--- src/rtl/button_conditioner.sv ---
// Button conditioner for the Simon game front end.
// Synchronizes a bouncy push button and four pattern switches, debounces
// both the press and the release, and emits a single fixed-width pclk pulse
// per accepted press together with a switch snapshot and a press counter.
module button_conditioner #(
  parameter int unsigned DEBOUNCE_CYCLES = 16,
  parameter int unsigned PULSE_CYCLES    = 4
) (
  input  logic       sysclk,
  input  logic       rst,
  input  logic       btn_raw,
  input  logic [3:0] sw_raw,
  output logic       pclk,
  output logic [3:0] pattern,
  output logic [7:0] press_count
);

  localparam logic [15:0] DEB_LAST   = 16'(DEBOUNCE_CYCLES - 1);
  localparam logic [15:0] PULSE_LAST = 16'(PULSE_CYCLES - 1);

  typedef enum logic [2:0] {
    IDLE      = 3'd0,
    PRESS_CHK = 3'd1,
    PULSE     = 3'd2,
    HELD      = 3'd3,
    REL_CHK   = 3'd4
  } state_t;

  logic       r_btnMeta;
  logic       r_btnSync;
  logic [3:0] r_swMeta;
  logic [3:0] r_swSync;

  state_t      r_state;
  state_t      w_stateNext;
  logic [15:0] r_cnt;
  logic [15:0] w_cntNext;
  logic        w_accept;
  logic        w_pclkNext;

  logic       r_pclk;
  logic [3:0] r_pattern;
  logic [7:0] r_pressCount;

  // Two-flop synchronizers bring the asynchronous button and switches into the sysclk domain.
  always_ff @(posedge sysclk) begin
    if (rst) begin
      r_btnMeta <= 1'b0;
      r_btnSync <= 1'b0;
      r_swMeta  <= 4'b0000;
      r_swSync  <= 4'b0000;
    end else begin
      r_btnMeta <= btn_raw;
      r_btnSync <= r_btnMeta;
      r_swMeta  <= sw_raw;
      r_swSync  <= r_swMeta;
    end
  end

  // State register and shared stable/pulse counter.
  always_ff @(posedge sysclk) begin
    if (rst) begin
      r_state <= IDLE;
      r_cnt   <= 16'd0;
    end else begin
      r_state <= w_stateNext;
      r_cnt   <= w_cntNext;
    end
  end

  // Next-state logic: the counter measures stable cycles in the check states and pulse width in PULSE.
  always_comb begin
    w_stateNext = r_state;
    w_cntNext   = r_cnt;
    w_accept    = 1'b0;
    case (r_state)
      IDLE: begin
        if (r_btnSync) begin
          w_stateNext = PRESS_CHK;
          w_cntNext   = 16'd0;
        end
      end
      PRESS_CHK: begin
        if (!r_btnSync) begin
          w_stateNext = IDLE;
          w_cntNext   = 16'd0;
        end else if (r_cnt == DEB_LAST) begin
          w_stateNext = PULSE;
          w_cntNext   = 16'd0;
          w_accept    = 1'b1;
        end else begin
          w_cntNext = r_cnt + 16'd1;
        end
      end
      PULSE: begin
        if (r_cnt == PULSE_LAST) begin
          w_stateNext = HELD;
          w_cntNext   = 16'd0;
        end else begin
          w_cntNext = r_cnt + 16'd1;
        end
      end
      HELD: begin
        if (!r_btnSync) begin
          w_stateNext = REL_CHK;
          w_cntNext   = 16'd0;
        end
      end
      REL_CHK: begin
        if (r_btnSync) begin
          w_stateNext = HELD;
          w_cntNext   = 16'd0;
        end else if (r_cnt == DEB_LAST) begin
          w_stateNext = IDLE;
          w_cntNext   = 16'd0;
        end else begin
          w_cntNext = r_cnt + 16'd1;
        end
      end
      default: begin
        w_stateNext = IDLE;
        w_cntNext   = 16'd0;
      end
    endcase
  end

  // Output decode: pclk is registered from the next state so it is high exactly while the FSM sits in PULSE.
  always_comb begin
    w_pclkNext = (w_stateNext == PULSE);
  end

  // Output registers: the switch snapshot and press count only move when a press is accepted.
  always_ff @(posedge sysclk) begin
    if (rst) begin
      r_pclk       <= 1'b0;
      r_pattern    <= 4'b0000;
      r_pressCount <= 8'd0;
    end else begin
      r_pclk <= w_pclkNext;
      if (w_accept) begin
        r_pattern    <= r_swSync;
        r_pressCount <= r_pressCount + 8'd1;
      end
    end
  end

  assign pclk        = r_pclk;
  assign pattern     = r_pattern;
  assign press_count = r_pressCount;

endmodule

--- config.mk ---
export PLATFORM = sky130hd
export DESIGN_NAME = button_conditioner
export DESIGN_NICKNAME = d
export VERILOG_FILES = /design/src/rtl/button_conditioner.sv
export SDC_FILE = /design/constraint.sdc
export NUM_CORES = 1
export LEC_CHECK = 0
export ABC_AREA = 1
export CORE_MARGIN = 2
export CORE_UTILIZATION = 60
export CTS_BUF_LIST = sky130_fd_sc_hd__clkbuf_4 sky130_fd_sc_hd__clkbuf_8 sky130_fd_sc_hd__clkbuf_16
export DETAILED_ROUTE_END_ITERATION = 10
export PLACE_DENSITY_LB_ADDON = 0.08
export REMOVE_ABC_BUFFERS = 1
export SLEW_MARGIN = 20
export SYNTH_ARGS = -nofsm -noshare
export SYNTH_HDL_FRONTEND = slang
export SYNTH_SLANG_ARGS = --single-unit
--- constraint.sdc ---
create_clock -name sysclk -period 2.66 [get_ports sysclk]
set_input_delay 0.798 -clock sysclk [delete_from_list [all_inputs] [get_ports sysclk]]
set_output_delay 0.798 -clock sysclk [all_outputs]
set_load 0.005 [all_outputs]
==> impl_metrics.env, run 1 <==
export IMPL_endpoint="press_count[3]"
export IMPL_seqCellArea_sq_um=841
export IMPL_fin_worst_skew_ns=0.00873
export IMPL_maxCapViolCount=0
export IMPL_wl_met1_um=1930
export IMPL_critPathMaxFanout=6
export IMPL_r2r_start="r_cnt[0]"
export IMPL_max_freq_mhz=470
export IMPL_critPathMaxStageDelay_ns=0.53
export IMPL_yosys_warnings=0
export IMPL_avgSynthCellArea_sq_um=6.72
export IMPL_rsz0062_at_grt="false"
export IMPL_drive_gt1_share_pct=10.3
export IMPL_path_clk_slew_ns=0.13
export IMPL_min_period_over_period_pct=80.0
export IMPL_cts_hold_buf=0
export IMPL_grt_pass1_vias=1760
export IMPL_cts_root_buf="clkbuf_4"
export IMPL_drtIter0Drc=96
export IMPL_vias=1967
export IMPL_clkLatencyLatePin_ns=0.36
export IMPL_routed_via_density=5.08
export IMPL_drt_total_wl_um=4300
export IMPL_fin_nets=349
export IMPL_finish_utilization_pct=71.9
export IMPL_multi_input_area_sq_um=1080
export IMPL_grt_max_degree=22
export IMPL_synth_area_leaders="dfxtp_1 39%, nand2_1 13%, nor2_1 11%"
export IMPL_synthToLayoutAreaGrowth_pct=14.0
export IMPL_fin_ws_ns=0.533
export IMPL_dp_worst_setup_slack_ns=0.593
export IMPL_fillCellCount=290
export IMPL_route_met2_wl_um=2060
export IMPL_clk_path_buf_depth=2
export IMPL_grt_overflow=0
export IMPL_synth_xor_area_share_pct=0.410
export IMPL_antenna_left=0
export IMPL_cts_resized_gates=0
export IMPL_synth_top_family_by_area="simple AND/OR/NAND/NOR gates"
export IMPL_setup_violations=0
export IMPL_cp_slowest_cell="clkdlybuf4s50_1"
export IMPL_synthAdderAreaFrac_pct=1.17
export IMPL_synth_compound_area_share_pct=6.32
export IMPL_syn_area_sq_um=2140
export IMPL_power_leakage_nw=1.05
export IMPL_die_area_sq_um=4060
export IMPL_initial_core_util_pct=63.1
export IMPL_crit_cells=1
export IMPL_postCtsSetupBuffers=0
export IMPL_max_vdd_ir_drop_uv=438
export IMPL_hold_class="flip-flop to flip-flop"
export IMPL_ys_seq_area_share_pct=39.3
export IMPL_cp_num_buf_inv=1
export IMPL_track_usage_pct=23.4
export IMPL_io_pin_count=20
export IMPL_worstMarginPinSlew_ns=0.491
export IMPL_power_density_nw_per_um2=454
export IMPL_synth_distinct_cells=27
export IMPL_cts_sinks=42
export IMPL_slew_headroom_pct=67.2
export IMPL_hpwl_um=3040
export IMPL_rows=21
export IMPL_hold_viol_final=0
export IMPL_io_buffers=19
export IMPL_die_h_um=63.7
export IMPL_netlist_instances=318
export IMPL_grt_pass1_wl_um=7490
export IMPL_tns_ns=0
export IMPL_path_cells="clkdlybuf4s50_1"
export IMPL_synth_top_area_share_pct=39.3
export IMPL_cts_tree="built"
export IMPL_status="finished clean"
export IMPL_ff2ff_path_depth=8
export IMPL_htree_levels=2
export IMPL_avgRoutedWirePerCell_um=11.1
export IMPL_core_sq_um=3390
export IMPL_drc=0
export IMPL_route_met3_wl_um=212
export IMPL_synthMuxAreaShare_pct=0
export IMPL_topRoutingLayerUsed="met4"
export IMPL_r2r_end="press_count[2]"
export IMPL_yosys_area_share_simple_pct=42.5
export IMPL_period_minus_slack_ns=2.13
export IMPL_required_ns=1.86
export IMPL_final_common_cell="nand2_1"
export IMPL_num_antenna_cells=0
export IMPL_cp_data_arrival_time_ns=1.33
export IMPL_drv_slew=0
export IMPL_first_pass_iters=5
export IMPL_place_congestion=0.805
export IMPL_die_w_um=63.7
export IMPL_startpoint_type="flip-flop"
export IMPL_yosysTopAreaCell="dfxtp_1"
export IMPL_worstSetupPathType="flip-flop to output port"
export IMPL_cpLargestDelayFamily="buffers and inverters"
export IMPL_antenna_found_initial=0
export IMPL_final_cell_mix="76 x nand2_1, 61 x nor2_1, 42 x dfxtp_1"
export IMPL_worst_setup_path_end_kind="output port"
export IMPL_numCtsBuffers=5
export IMPL_ff2ff_setup_slack_ns=0.96
export IMPL_ys_seq_elements=42
export IMPL_startpoint="press_count[3]"
## per-stage QoR
stage	cell area (sq um)	hold slack [ns]	cells	total power, mW
after floorplan	2090	0.388	312	0.679
after global routing	2440	0.430	387	1.14
after global placement	2350	0.388	379	0.701
after detailed placement	2350	0.395	379	0.702
final	2440	0.412	387	1.11
after CTS	2440	0.413	387	1.12
## area by class of cell
class / count / area share, %
inverters: 46 / 7.08
multi-input cells: 224 / 44.3
clock buffers: 6 / 1.85
repair buffers: 21 / 8.42
clock inverters: 2 / 1.54
well taps: 46 / 2.36
flip-flops and latches: 42 / 34.5
## cells in the mapped netlist
| master | instances |
|---|---|
| nand2_1 | 76 |
| dfxtp_1 | 42 |
| nor3_2 | 1 |
| o21ai_0 | 9 |
| nand3_4 | 1 |
| nor2_2 | 3 |
| o21bai_1 | 4 |
| buf_1 | 1 |
| nor3_1 | 6 |
| xor2_1 | 1 |
| nand3b_1 | 1 |
| clkbuf_1 | 1 |
| nand3_2 | 2 |
| nand2_2 | 6 |
| a21oi_1 | 10 |
| nor2_4 | 7 |
| o21ai_1 | 2 |
| ha_1 | 2 |
| buf_2 | 1 |
| inv_1 | 41 |
| buf_6 | 3 |
| nand2_4 | 1 |
| nand3_1 | 24 |
| clkinv_1 | 1 |
| nor2_1 | 61 |
| nand4_1 | 7 |
| inv_2 | 4 |
## kinds of logic after synthesis
| logic type | Yosys count |
|---|---|
| AOI/OAI and AO/OA | 25 |
| xor gates and xnor gates | 1 |
| adders and majority gates | 2 |
| buffers and inverters | 52 |
| DFF | 42 |
| and+or+nand+nor | 196 |
## power breakdown
group | internal, mW | leakage (nW) | switching (mW) | total (mW)
combinational | 0.0179 | 0.663 | 0.0296 | 0.0476
clock | 0.208 | 0.0419 | 0.212 | 0.420
sequential | 0.636 | 0.340 | 0.00330 | 0.640
total | 0.863 | 1.04 | 0.245 | 1.11
## metal layers
metal | track usage [%] | vias to the layer above
met5 | 0 | -
met4 | 7.61 | 0
met3 | 6.07 | 13
met2 | 41.2 | 57
met1 | 27.6 | 869
li1 | - | 1028
## flip-flops by register name, summed over array words and instances (netlist names)
register and cells:
r_cnt 16, press_count 8, pattern 4, r_swMeta 4, r_swSync 4, r_state 3, pclk 1, r_btnMeta 1
r_btnSync 1
## worst min-delay path by stage
| stage | startpoint | end | slack (ns) | cells past startpoint |
|---|---|---|---|---|
| 2_1_floorplan | r_btnMeta | r_btnSync | 0.39 | 2 |
| 3_3_place_gp | r_swMeta[1] | r_swSync[1] | 0.39 | 2 |
| 3_5_place_dp | r_swMeta[3] | r_swSync[3] | 0.39 | 2 |
| 4_1_cts | r_swMeta[2] | r_swSync[2] | 0.41 | 2 |
| 5_1_grt | r_swMeta[2] | r_swSync[2] | 0.43 | 2 |
| 6_report | r_swMeta[2] | r_swSync[2] | 0.41 | 2 |
(Power assumes the default switching activity.)
==> run 2, diff against run 1 <==
CORE_UTILIZATION = 51   (was 60)
clock period = 1.9 ns   (was 2.66 ns; I/O delays follow)
==> impl_metrics.env, run 2 (same netlist as run 1, synthesis figures left out) <==
export IMPL_finalPower_mw=1.67
export IMPL_path_cells="clkdlybuf4s50_1"
export IMPL_min_period_over_period_pct=95.5
export IMPL_period_minus_slack_ns=1.81
export IMPL_routed_via_density=4.91
export IMPL_place_congestion=0.889
export IMPL_cp_slowest_cell="clkdlybuf4s50_1"
export IMPL_path_clk_slew_ns=0.08
export IMPL_fin_worst_skew_ns=0.00696
export IMPL_hold_viol_final=0
export IMPL_avgRoutedWirePerCell_um=10.9
export IMPL_min_path_cells=2
export IMPL_drive_gt1_share_pct=10.3
export IMPL_drv_slew=0
export IMPL_rows=23
export IMPL_power_leakage_nw=1.06
export IMPL_initial_core_util_pct=53.1
export IMPL_startpoint_type="flip-flop"
export IMPL_largest_register="r_cnt"
export IMPL_io_pin_count=20
export IMPL_critPathMaxFanout=6
export IMPL_stdcell_count=391
export IMPL_startpoint="press_count[3]"
export IMPL_largest_reg_flops=16
export IMPL_cpLargestDelayFamily="buffers and inverters"
export IMPL_grt_overflow=0
export IMPL_die_h_um=68.8
export IMPL_core_sq_um=4030
export IMPL_die_w_um=68.8
export IMPL_grt_pass1_wl_um=7020
export IMPL_dp_cells=383
export IMPL_critPathMaxStageDelay_ns=0.53
export IMPL_grt_pass1_vias=1616
export IMPL_cp_data_arrival_time_ns=1.24
export IMPL_final_cell_mix="76 x nand2_1, 61 x nor2_1, 42 x dfxtp_1"
export IMPL_hold_class="flip-flop to flip-flop"
export IMPL_min_delay_start="r_btnMeta"
export IMPL_cts_sinks=42
export IMPL_worstSetupPathType="flip-flop to output port"
export IMPL_status="finished clean"
export IMPL_max_freq_mhz=551
export IMPL_drt_total_wl_um=4250
export IMPL_hold_end="r_btnSync"
export IMPL_htree_levels=2
export IMPL_drtIter0Drc=66
export IMPL_ff2ff_path_depth=8
export IMPL_postCtsSetupBuffers=0
export IMPL_worstMarginPinSlew_ns=0.528
export IMPL_drc=0
export IMPL_die_area_sq_um=4730
export IMPL_cp_num_buf_inv=1
export IMPL_vias=1919
export IMPL_clk_path_buf_depth=2
export IMPL_worst_setup_path_end_kind="output port"
export IMPL_slew_headroom_pct=64.8
export IMPL_cts_hold_buf=0
export IMPL_grt_max_degree=22
export IMPL_antenna_left=0
export IMPL_max_vdd_ir_drop_uv=785
export IMPL_numCtsBuffers=5
export IMPL_maxCapViolCount=0
export IMPL_clkLatencyLatePin_ns=0.29
export IMPL_rsz0062_at_grt="false"
export IMPL_cts_root_buf="clkbuf_8"
export IMPL_final_common_cell="nand2_1"
export IMPL_required_ns=1.33
export IMPL_cts_resized_gates=0
export IMPL_antenna_found_initial=0
export IMPL_track_usage_pct=19.9
export IMPL_hpwl_um=3110
export IMPL_first_pass_iters=4
export IMPL_r2r_end="press_count[3]"
export IMPL_io_buffers=19
export IMPL_tns_ns=0
export IMPL_synthToLayoutAreaGrowth_pct=15.7
export IMPL_setup_violations=0
export IMPL_power_density_nw_per_um2=675
export IMPL_r2r_start="r_cnt[0]"
export IMPL_num_antenna_cells=0
export IMPL_fin_nets=349
export IMPL_ff2ff_setup_slack_ns=0.28
export IMPL_finish_utilization_pct=61.4
export IMPL_cts_tree="built"
run 2: layout make-up:
type                    instances  area (sq um)
flip-flops and latches         42           841
inverters                      46           173
repair buffers                 21           205
clock inverters                 2          37.5
multi-input cells             224          1080
fillers                       388          1560
clock buffers                   6          76.3
well taps                      50          62.6
run 2: how the worst max path moves through the flow:
stage / end / slack, ns / depth (start not counted)
6_report: press_count[3] / 0.09 / 1
5_1_grt: press_count[3] / 0.005 / 1
4_1_cts: press_count[3] / 0.08 / 1
3_5_place_dp: r_cnt[0] / 0.07 / 5
3_3_place_gp: r_cnt[0] / 0.08 / 5
2_1_floorplan: press_count[3] / 0.28 / 8
run 2: metrics by stage:
| step | area, sq um | hold WS (ns) | setup slack (ns) |
|---|---|---|---|
| after floorplan | 2090 | 0.388 | 0.285 |
| after global placement | 2360 | 0.394 | 0.0836 |
| after detailed placement | 2360 | 0.398 | 0.0682 |
| after CTS | 2470 | 0.410 | 0.0759 |
| after global routing | 2470 | 0.433 | 0.00505 |
| final | 2470 | 0.408 | 0.0852 |
run 2: worst reg2reg max path: cells and delay by family (launching register included):
family	cells	cell delay [ns]
and+or+nand+nor	6	0.61
buffers and inverters	1	0.27
adders and majority gates	1	0.28
DFF	1	0.37
run 2: where the power goes:
part | total [mW] | internal (mW) | switching (mW)
Sequential | 0.894 | 0.890 | 0.00430
Clock | 0.707 | 0.406 | 0.301
Combinational | 0.0678 | 0.0251 | 0.0427
run 2: layer usage:
metal | wire (um) | track usage (%)
met1 | 2110 | 26.2
met2 | 1900 | 32.6
met3 | 184 | 4.87
met4 | 44 | 5.15
met5 | 0 | 0
